## src/rtl/dac_c_spi.sv

```systemverilog
// Serial write controller for a 16-bit SPI-style DAC: shifts one word MSB-first on cs/sclk/sdi,
// then pulses ldac low. Includes its own async-assert / sync-deassert reset synchronizer.
module dac_c_spi #(
  parameter int unsigned DATA_W  = 16,
  parameter int unsigned CLK_DIV = 2,
  parameter int unsigned CS_GAP  = 2,
  parameter int unsigned LDAC_W  = 2
) (
  input  logic              clk,
  input  logic              rst_n,
  input  logic [DATA_W-1:0] din,
  input  logic              din_vld,
  output logic              rdy,
  output logic              cs,
  output logic              sclk,
  output logic              sdi,
  output logic              ldac
);

  localparam int unsigned CntW = 16;
  localparam int unsigned BitW = (DATA_W > 1) ? $clog2(DATA_W) : 1;

  typedef enum logic [1:0] {StIdle, StShift, StGap, StLoad} state_e;

  logic [1:0]        sync_q;
  logic              rst_int_n;
  state_e            state_q, state_d;
  logic [CntW-1:0]   cnt_q, cnt_d;
  logic [BitW-1:0]   bit_q, bit_d;
  logic [DATA_W-1:0] sh_q, sh_d;
  logic              cs_q, cs_d, sclk_q, sclk_d, sdi_q, sdi_d, ldac_q, ldac_d, rdy_q, rdy_d;

  always_ff @(posedge clk or negedge rst_n) begin
    if (!rst_n) sync_q <= 2'b00;
    else        sync_q <= {sync_q[0], 1'b1};
  end
  assign rst_int_n = sync_q[1];

  // rdy is gated by the first sync stage so it rises on the same edge the FSM leaves reset.
  assign rdy_d = sync_q[0] & (state_d == StIdle);

  always_ff @(posedge clk or negedge rst_n) begin
    if (!rst_n) rdy_q <= 1'b0;
    else        rdy_q <= rdy_d;
  end

  always_comb begin
    state_d = state_q;
    cnt_d   = cnt_q;
    bit_d   = bit_q;
    sh_d    = sh_q;
    cs_d    = cs_q;
    sclk_d  = sclk_q;
    sdi_d   = sdi_q;
    ldac_d  = ldac_q;
    case (state_q)
      StIdle: begin
        if (din_vld && rdy_q) begin
          state_d = StShift;
          sh_d    = din;
          cs_d    = 1'b0;
          sclk_d  = 1'b0;
          sdi_d   = din[DATA_W-1];
          cnt_d   = '0;
          bit_d   = '0;
        end
      end
      StShift: begin
        if (cnt_q == CntW'(CLK_DIV - 1)) begin
          cnt_d = '0;
          if (!sclk_q) begin
            sclk_d = 1'b1;
          end else begin
            sclk_d = 1'b0;
            if (bit_q == BitW'(DATA_W - 1)) begin
              cs_d    = 1'b1;
              sdi_d   = 1'b0;
              state_d = StGap;
            end else begin
              sh_d  = sh_q << 1;
              sdi_d = sh_q[DATA_W-2];
              bit_d = bit_q + 1'b1;
            end
          end
        end else begin
          cnt_d = cnt_q + 1'b1;
        end
      end
      StGap: begin
        if (cnt_q == CntW'(CS_GAP - 1)) begin
          cnt_d   = '0;
          ldac_d  = 1'b0;
          state_d = StLoad;
        end else begin
          cnt_d = cnt_q + 1'b1;
        end
      end
      StLoad: begin
        if (cnt_q == CntW'(LDAC_W - 1)) begin
          cnt_d   = '0;
          ldac_d  = 1'b1;
          state_d = StIdle;
        end else begin
          cnt_d = cnt_q + 1'b1;
        end
      end
      default: state_d = StIdle;
    endcase
  end

  always_ff @(posedge clk or negedge rst_int_n) begin
    if (!rst_int_n) begin
      state_q <= StIdle;
      cnt_q   <= '0;
      bit_q   <= '0;
      sh_q    <= '0;
      cs_q    <= 1'b1;
      sclk_q  <= 1'b0;
      sdi_q   <= 1'b0;
      ldac_q  <= 1'b1;
    end else begin
      state_q <= state_d;
      cnt_q   <= cnt_d;
      bit_q   <= bit_d;
      sh_q    <= sh_d;
      cs_q    <= cs_d;
      sclk_q  <= sclk_d;
      sdi_q   <= sdi_d;
      ldac_q  <= ldac_d;
    end
  end

  assign rdy  = rdy_q;
  assign cs   = cs_q;
  assign sclk = sclk_q;
  assign sdi  = sdi_q;
  assign ldac = ldac_q;

endmodule

```

## config.mk

```make
export PLATFORM = sky130hd
export DESIGN_NAME = dac_c_spi
export DESIGN_NICKNAME = d
export VERILOG_FILES = /design/src/rtl/dac_c_spi.sv
export SDC_FILE = /design/constraint.sdc
export NUM_CORES = 1
export LEC_CHECK = 0
export BUFFER_PORTS_ARGS = -buffer_cell sky130_fd_sc_hd__buf_2
export CAP_MARGIN = 30
export CORE_ASPECT_RATIO = 0.8
export CORE_MARGIN = 5
export CORE_UTILIZATION = 33
export CTS_CLUSTER_DIAMETER = 50
export DETAILED_ROUTE_END_ITERATION = 10
export GPL_TIMING_DRIVEN = 0
export SYNTH_ARGS = -nofsm -noshare
export SYNTH_HDL_FRONTEND = slang
export SYNTH_SLANG_ARGS = --single-unit
```

## constraint.sdc

```tcl
create_clock -name clk -period 1.4 [get_ports clk]
set_input_delay 0.28 -clock clk [delete_from_list [all_inputs] [get_ports clk]]
set_output_delay 0.28 -clock clk [all_outputs]
set_load 0.02 [all_outputs]
```

==> metrics.cfg, run 1 <==
[status]
status = finished with violations
violations = negative setup slack

[clock_network]
cts-buffers-inserted = 5
cts.sinks = 44
htreeDepth = 2
cts_buffer_depth = 2
clkTransAtPathRegs_ps = 90
cts-root-buf = clkbuf_8
insertion_delay_ps = 300
cts_tree = built

[route]
wl_um = 5630
via_per_inst = 5.16
ant_nets = 0
firstDrtPassIters = 4
drc = 0
drtIter0Drc = 93
vias = 1914
wire_per_inst_um = 15.2

[layout]
drive_gt1_share_pct = 47.0
post-route-util_pct = 48.8
multiInputGateArea_mm2 = 0.00136
antenna_cells = 0
stdcell_area_mm2 = 0.00318
area_delta_synth_final_pct = 41.6
fillers = 605
nNetsFinal = 308
regArea_mm2 = 0.00111

[worst_setup_path]
end_kind = flip-flop
crit_required_ps = 1600
cp-start-kind = flip-flop
path_cells = nor4_4 > nand4_2 > or3_4 > buf_16 > o22ai_2 > nor2_1
crit_family = simple AND/OR/NAND/NOR gates
critPathKind = flip-flop to flip-flop
crit_buf_inv = 1
cp_slowest_cell = dfrtp_1
slowest_delay_ps = 460
cp.arrival_ps = 2060
worstPathMaxFanout = 6

[yosys]
synth-warning-count = 0
yosysTopAreaCellShare_pct = 46.8
syn_area_per_cell_um2 = 9.59
syn_area_mm2 = 0.00224
synth_common_cells = dfrtp_1, nor2_1, nand2_1, nand3_1, o21ai_0
synth_nets = 256
synthFlopType = dfrtp_1
synth_cell_types = 49
yosysTopAreaCell = dfrtp_1
yosysMostFrequentCell = dfrtp_1
synth-seq-cells = 44
async_reset_ff_share_pct = 100
synth_enable_flop_cells = 0
ys_seq_area_share_pct = 49.2
netlist_instances = 234
ys_top_cells_by_area = dfrtp_1, nor2_1, o22ai_2

[placed_design]
dp_hpwl_um = 3570
dpl-instance-area_mm2 = 0.00252
place_congestion = 0.749
portBuffers = 23

[sta]
rsz0062_at_grt = yes
period_share_pct = 133
fin_hold_ws_ps = 180
final_max_slew_viol_count = 0
fmax_ghz = 0.538
finClkSkew_ps = 10.1
hold_viol_final = 0
finalCriticalPeriod_ps = 1860
finalSetupViolCount = 42
setup_slack_ps = -457
worst_slew_pin_slew_ps = 535
relSlewSlack_pct = 64.3

[pwr]
combPwrFrac_pct = 2.6
swShare_pct = 23.2
p_switching_mw = 0.496
p_leak_nw = 1.42
ir_worst_vdd_mv = 0.503
power_frac_clock_pct = 37.4
power_frac_seq_pct = 60.0
p_int_mw = 1.65
power.density_mw_per_mm2 = 674
p_total_mw = 2.14

[floorplanning]
coreArea_mm2 = 0.00651
die_h_um = 83.8
pin_count = 24
fp.dieArea_mm2 = 0.00856
rows = 26
die_width_um = 102
initial_core_util_pct = 34.5

[flow_run]
drv_cap = 0

[global_route]
grt_overflow = 0
grt_start_max_net_pins = 24
grtUsageTotal_pct = 14.1
grt_pass1_vias = 1967
grt_pass1_wl_um = 9680
antenna_found_initial = 0

[min_path]
min_path_type = primary input to flip-flop

-- layout by cell type, fill, tap and decap left out, drive strengths merged, types with 3 or more instances in the layout --
cell type and count:
a21o 4, a21oi 9, a31oi 4, and3 5
buf 54, clkbuf 6, clkinv 3, dfrtp 42
ha 3, inv 8, mux2i 3, nand2 23
nand3 10, nand4 3, nor2 39, nor3 6
nor4 3, o21ai 12, o22ai 16, or3 5
-- through the flow --
stage | cells | TNS (ps) | worst slack, ps
final | 371 | -15560 | -457
after CTS | 369 | -17830 | -537
after detailed placement | 342 | -20500 | -741
after global routing | 371 | -19250 | -546
after global placement | 341 | -39720 | -779
after floorplan | 234 | -11720 | -441
-- path summary, 6_finish.rpt --
check                                     start                    to  slack, ps  depth (start not counted)
min in group asynchronous   sync_q[1]$_DFF_PN0_  sh_q[11]$_DFFE_PN0P_        220                          0
min                                      din[0]   sh_q[0]$_DFFE_PN0P_        180                          3
max                        cnt_q[4]$_DFFE_PN0P_   sh_q[8]$_DFFE_PN0P_       -460                          6
min reg2reg                 sync_q[1]$_DFF_PN0_  sh_q[11]$_DFFE_PN0P_        220                          0
max in group asynchronous   sync_q[1]$_DFF_PN0_  cnt_q[0]$_DFFE_PN0P_        680                          1
max reg2reg                cnt_q[4]$_DFFE_PN0P_   sh_q[8]$_DFFE_PN0P_       -460                          6
-- worst register-to-register path: stages (launching register included) --
cell and delay, ps:
dfrtp_1 460, nor4_4 380, nand4_2 150, or3_4 440, buf_16 170, o22ai_2 100, nor2_1 60
-- timing repair --
item,4_1_cts,5_1_grt
gates cloned,3,0
resized for setup,58,37
pin swaps,25,27
hold buffers,1,0
hold endpoints to repair,3,0
endpoints found under the setup margin,42,42
buffers inserted,17,5
-- metal layers --
layer	vias to the layer above	part of all wire (%)	GRT usage (%)
met5	-	0	0
met4	0	1.6	4.65
met3	8	4.0	2.17
met2	36	46	20.5
met1	937	49	21.3
li1	933	-	-
-- logic make-up after synthesis --
kind of cell,count (synthesis),synth area share (%)
buffers and inverters,19,4.35
xor gates and xnor gates,2,0.781
muxes,3,1.34
and+or+nand+nor,106,24.2
AOI/OAI and AO/OA,56,18.3
DFF,44,49.2
adders and majority gates,3,1.67
other,1,0.167
-- power by group through the flow --
stage	registers (mW)	clock network (mW)	logic, mW
after CTS	1.29	0.830	0.0550
after detailed placement	1.31	0	0.0499
final	1.29	0.802	0.0554
after floorplan	1.32	0	0.000835
after global placement	1.32	0	0.0298
after global routing	1.29	0.897	0.0614
-- final cells by class --
cell class / instances / share of cell area, %
buffer: 8 / 2.60
clock buffer: 5 / 2.17
clock inverter: 3 / 0.591
inverter: 8 / 0.945
multi-input combinational: 171 / 42.9
sequential: 44 / 34.8
tap: 84 / 3.31
timing repair buffer: 48 / 12.7
-- registers in the layout, summed over array words and instances, names as in the netlist --
register  cells
bit_q         4
cnt_q        16
cs            1
ldac          1
rdy           1
sclk          1
sdi           1
sh_q         15
state_q       2
sync_q        2
Note: power is estimated with default switching activity, not from simulation.
==> inputs of run 2 (changes only) <==
==> constraint.sdc (replaced) <==
create_clock -name clk -period 1.9 [get_ports clk]
set_input_delay 0.38 -clock clk [delete_from_list [all_inputs] [get_ports clk]]
set_output_delay 0.38 -clock clk [all_outputs]
set_load 0.02 [all_outputs]
==> metrics.cfg, run 2 (same netlist as run 1, synthesis figures left out) <==
[sta]
final_max_slew_viol_count = 0
fmax_ghz = 0.526
period_share_pct = 100
relSlewSlack_pct = 66.1
hold_viol_final = 0
finClkSkew_ps = 8.88
rsz0062_at_grt = yes
setup_slack_ps = -1.02
finalCriticalPeriod_ps = 1900
finalSetupViolCount = 1
worst_slew_pin_slew_ps = 507
tns_ps = -1.02

[layout]
antenna_cells = 0
reg_top3 = cnt_q x16, sh_q x15, bit_q x4
layout_commonest_cell = dfrtp_1
area_delta_synth_final_pct = 32.7
largest_reg_flops = 16
drive_gt1_share_pct = 36.5
layout_common_cells = dfrtp_1, nor2_1, buf_2
nNetsFinal = 306
largest-register = cnt_q
fillers = 634

[worst_setup_path]
startpoint = cnt_q[1]$_DFFE_PN0P_
r2r-end = cnt_q[6]$_DFFE_PN0P_
slowest_delay_ps = 390
end_kind = flip-flop
worstPathMaxFanout = 6
cp_slowest_cell = dfrtp_1
path_cells = inv_2 > ha_4 > nor4b_4 > and4_1 > buf_6 > or2_4 > buf_6 > buf_6 > o21ai_2 > a22o_1
worstReg2RegStart = cnt_q[1]$_DFFE_PN0P_
crit_required_ps = 2090
critPathKind = flip-flop to flip-flop
crit_buf_inv = 4
cp.arrival_ps = 2090
ff2ff_path_depth = 10
crit_family = simple AND/OR/NAND/NOR gates
crit_top_cell = buf_6
r2r_slack_ps = -1
cp-start-kind = flip-flop

[route]
firstDrtPassIters = 4
ant_nets = 0
drtIter0Drc = 77
drc = 0
vias = 1878
wire_per_inst_um = 14.3
via_per_inst = 5.09
wl_um = 5280

[clock_network]
insertion_delay_ps = 300
cts-root-buf = clkbuf_8
htreeDepth = 2
cts_tree = built
cts-buffers-inserted = 5
clkTransAtPathRegs_ps = 80
cts_buffer_depth = 2
cts.sinks = 44

[global_route]
busiest_layer = met1
grtUsageTotal_pct = 13.3
use_met2_pct = 18.2
met3_usage_pct = 2.92
grt_pass1_vias = 1824
grt_start_max_net_pins = 29
grt_use_met1_pct = 20.1
grt_pass1_wl_um = 9080
antenna_found_initial = 0
grt_overflow = 0

[floorplanning]
fp.dieArea_mm2 = 0.00856
die_width_um = 102
initial_core_util_pct = 34.5
pin_count = 24
rows = 26
die_h_um = 83.8
coreArea_mm2 = 0.00651

[pwr]
power.density_mw_per_mm2 = 568
p_leak_nw = 1.41
ir_worst_vdd_mv = 0.293
p_total_mw = 1.69

[placed_design]
portBuffers = 23
place_congestion = 0.745
place_ws_ps = -342
dp_hpwl_um = 3440

[min_path]
min_path_type = flip-flop to async pin

[status]
violations = negative setup slack
status = finished with violations

[flow_run]
drv_cap = 0

[run 2: cell types whose count changed in the layout (fill, tap and decap cells not counted), sizes merged]
cell    change
buf         -1
bufinv      +1
clkinv      -2
[run 2: layout make-up]
cell class              count  area, um^2  area share [%]
plain buffers               8        77.6            2.60
clock buffers               6        72.6            2.44
clock inverters             2        35.0            1.18
inverters                   8        30.0            1.01
multi-input cells         171        1200            40.4
flip-flops and latches     44        1110            37.2
well taps                  84         105            3.53
repair buffers             46         347            11.6
[run 2: routing by layer]
layer  part of all wire, %  wire (um)  vias up
met2                    42       2230       28
met3                   4.2        221        7
met1                    52       2730      907
met5                     0          0        -
li1                      -          -      936
met4                   1.9         99        0
[run 2: timing repair]
item                       4_1_cts  5_1_grt
pin swaps                       33       11
resized for setup               28       24
hold endpoints to repair         3        0
buffers inserted                14        6
hold buffers                     1        0
gates cloned                     1        0
setup endpoints to repair       28       32
[run 2: how the worst max path moves through the flow]
stage | to | cells past startpoint
floorplan | cnt_q[4]$_DFFE_PN0P_ | 8
global placement | cnt_q[9]$_DFFE_PN0P_ | 8
global route | cnt_q[6]$_DFFE_PN0P_ | 10
CTS | sh_q[10]$_DFFE_PN0P_ | 9
finish | cnt_q[6]$_DFFE_PN0P_ | 10
detailed placement | cnt_q[9]$_DFFE_PN0P_ | 8
[run 2: where the power goes]
| group | total (mW) | leakage [nW] | switching, mW | internal (mW) |
|---|---|---|---|---|
| sequential | 0.945 | 0.522 | 0.00671 | 0.938 |
| combinational | 0.0403 | 0.828 | 0.0217 | 0.0187 |
| clock | 0.708 | 0.0552 | 0.318 | 0.390 |
[run 2: worst reg2reg max path, cell delays in order, from the launching register on]
cell and delay [ps]:
dfrtp_1 390, inv_2 80, ha_4 120, nor4b_4 250, and4_1 260, buf_6 120, or2_4 120, buf_6 120
buf_6 100, o21ai_2 40, a22o_1 200
[run 2: per-stage QoR]
stage	util [%]	cells	instance area [um^2]	hold WS, ps
6_report	45.8	369	2980	166
5_1_grt	45.8	369	2980	187
4_1_cts	43.9	366	2860	175
3_5_place_dp	38.2	342	2490	179
3_3_place_gp	37.9	341	2460	176
2_1_floorplan	-	234	2240	84.4
==> inputs of run 3 (changes only) <==
--- a/config.mk
+++ b/config.mk
@@ -5,6 +5,7 @@
 export SDC_FILE = /design/constraint.sdc
 export NUM_CORES = 1
 export LEC_CHECK = 0
+export ABC_AREA = 1
 export BUFFER_PORTS_ARGS = -buffer_cell sky130_fd_sc_hd__buf_2
 export CAP_MARGIN = 30
 export CORE_ASPECT_RATIO = 0.8
@@ -13,6 +14,8 @@
 export CTS_CLUSTER_DIAMETER = 50
 export DETAILED_ROUTE_END_ITERATION = 10
 export GPL_TIMING_DRIVEN = 0
+export MAX_ROUTING_LAYER = met4
+export SETUP_SLACK_MARGIN = 0.4
 export SYNTH_ARGS = -nofsm -noshare
 export SYNTH_HDL_FRONTEND = slang
 export SYNTH_SLANG_ARGS = --single-unit
==> metrics.cfg, run 3 <==
[yosys]
syn_area_per_cell_um2 = 7.41
synth_compound_area_share_pct = 4.19
syn_area_mm2 = 0.00251
yosysTopAreaCell = dfrtp_1
yosysTopAreaCellShare_pct = 41.9
ys_top_cells_by_area = dfrtp_1, nand2_1, nand4_1
async_reset_ff_share_pct = 100
ys_seq_area_share_pct = 44.0
synth_xor_xnor_area_share_pct = 2.10
synth-simple-area-share_pct = 42.3
yosysMostFrequentCell = nand2_1
synth_adder_area_share_pct = 1.50
synth_cell_types = 28
synth-warning-count = 0
synth_common_cells = nand2_1, dfrtp_1, nor2_1, nand4_1, nand3_1
synthFlopType = dfrtp_1
synth-seq-cells = 44
synth_enable_flop_cells = 0
synth_top_family_by_area = simple AND/OR/NAND/NOR gates
synth_nets = 360
synthMuxAreaShare_pct = 0
netlist_instances = 338

[sta]
rsz0062_at_grt = yes
period_share_pct = 76.9
hold_viol_final = 0
tns_ps = 0
final_max_slew_viol_count = 0
finalSetupViolCount = 0
finalCriticalPeriod_ps = 1460
finClkSkew_ps = 13.2
fmax_ghz = 0.684

[route]
ant_nets = 0
drc = 0
via_per_inst = 4.76
firstDrtPassIters = 4
wl_um = 6020
drtIter0Drc = 175
vias = 2354
wire_per_inst_um = 12.2

[floorplanning]
pin_count = 24
initial_core_util_pct = 33.9
fp.dieArea_mm2 = 0.00945
coreArea_mm2 = 0.00739
rows = 28
die_h_um = 87.9
die_width_um = 107

[layout]
area_delta_synth_final_pct = 28.5
reg_top3 = cnt_q x16, sh_q x15, bit_q x4
layout_common_cells = nand2_1, dfrtp_1, nand4_1
instances_no_fill = 495
nNetsFinal = 411
post-route-util_pct = 43.6
largest_reg_flops = 16
stdcell_area_mm2 = 0.00322
drive_gt1_share_pct = 30.0
layout_commonest_cell = nand2_1
antenna_cells = 0
largest-register = cnt_q

[worst_setup_path]
ff2ff_path_depth = 9
cp.arrival_ps = 1650
r2r_slack_ps = 440
end_kind = flip-flop
worstReg2RegStart = cnt_q[3]$_DFFE_PN0P_
r2r-end = bit_q[2]$_DFFE_PN0P_
critPathKind = flip-flop to flip-flop
crit_required_ps = 2090
cp-start-kind = flip-flop
worstPathMaxFanout = 10

[placed_design]
dp_hpwl_um = 4190
dp_cells = 467
portBuffers = 23
dpl-instance-area_mm2 = 0.00277
place_congestion = 0.893

[min_path]
min_path_type = flip-flop to async pin

[global_route]
grt_overflow = 0
grt_pass1_vias = 2167
grt_pass1_wl_um = 9980
grt_start_max_net_pins = 38
antenna_found_initial = 0
grtUsageTotal_pct = 13.5

[clock_network]
htreeDepth = 2
cts_buffer_depth = 2
cts.sinks = 44
cts-root-buf = clkbuf_8
cts-buffers-inserted = 5
insertion_delay_ps = 300
clkTransAtPathRegs_ps = 80
cts_tree = built

[flow_run]
drv_cap = 0

[pwr]
p_leak_nw = 1.60
p_total_mw = 1.83
power.density_mw_per_mm2 = 569
ir_worst_vdd_mv = 0.283

[status]
status = complete, no violations

==> run 3: cell type report <==
class	count	area, um^2
Fill cell	740	4170
Clock buffer	6	72.6
Sequential cell	44	1110
Tap cell	105	131
Timing Repair Buffer	44	295
Buffer	8	67.6
Multi-Input combinational cell	260	1380
Inverter	26	97.6
Clock inverter	2	60.1
==> run 3: repair_timing <==
action	CTS	global route
cloned	0	0
hold endpoints to repair	3	0
pin swaps	3	13
hold buffers	1	0
setup endpoints to repair	24	39
resized for setup	13	43
setup buffers	5	14
==> run 3: power by group <==
group          switching [mW]  internal (mW)
clock network           0.325          0.526
logic                  0.0228         0.0187
registers             0.00296          0.938
==> run 3: worst max path at each step <==
stage                     slack (ps)                 start                     to
final                            440  cnt_q[3]$_DFFE_PN0P_   bit_q[2]$_DFFE_PN0P_
after global routing             320  cnt_q[9]$_DFFE_PN0P_   sh_q[14]$_DFFE_PN0P_
after CTS                        390  cnt_q[4]$_DFFE_PN0P_   bit_q[2]$_DFFE_PN0P_
after detailed placement         260  state_q[1]$_DFF_PN0_   bit_q[3]$_DFFE_PN0P_
after global placement             6   sync_q[1]$_DFF_PN0_   sh_q[10]$_DFFE_PN0P_
after floorplan                  470  cnt_q[1]$_DFFE_PN0P_  cnt_q[10]$_DFFE_PN0P_
==> run 3: worst max-delay path, stage by stage, from the launching register on <==
cell,delay [ps]
dfrtp_1,460
nor2_1,170
nand2_1,60
nor2_1,100
nand2_1,110
nand2_4,100
nand3_4,110
buf_12,170
nand2_2,50
nand2_1,40
==> run 3: metrics by stage <==
step | worst slack (ps) | hold slack [ps]
global route | 317 | 97.3
global placement | 5.95 | 177
finish | 438 | 84.4
detailed placement | 258 | 82.0
floorplan | 472 | 84.4
CTS | 394 | 89.5
==> run 3: cells by family (layout without fill, tap and decap cells) <==
group | count (synthesis) | in the layout
AO/OA/AOI/OAI | 19 | 19
XOR/XNOR | 6 | 6
adder cells (fa/ha/maj) | 3 | 3
buffers and inverters | 34 | 86
flip-flops | 44 | 44
other | 1 | 1
AND/OR/NAND/NOR | 231 | 231
==> run 3: per-layer routing <==
layer  track usage, %  wire [um]  vias up
met5                -          0        -
met4             3.90         60        0
met3             1.99        165        7
met2             20.6       2690       43
met1             18.8       3110     1096
li1                 -          -     1208
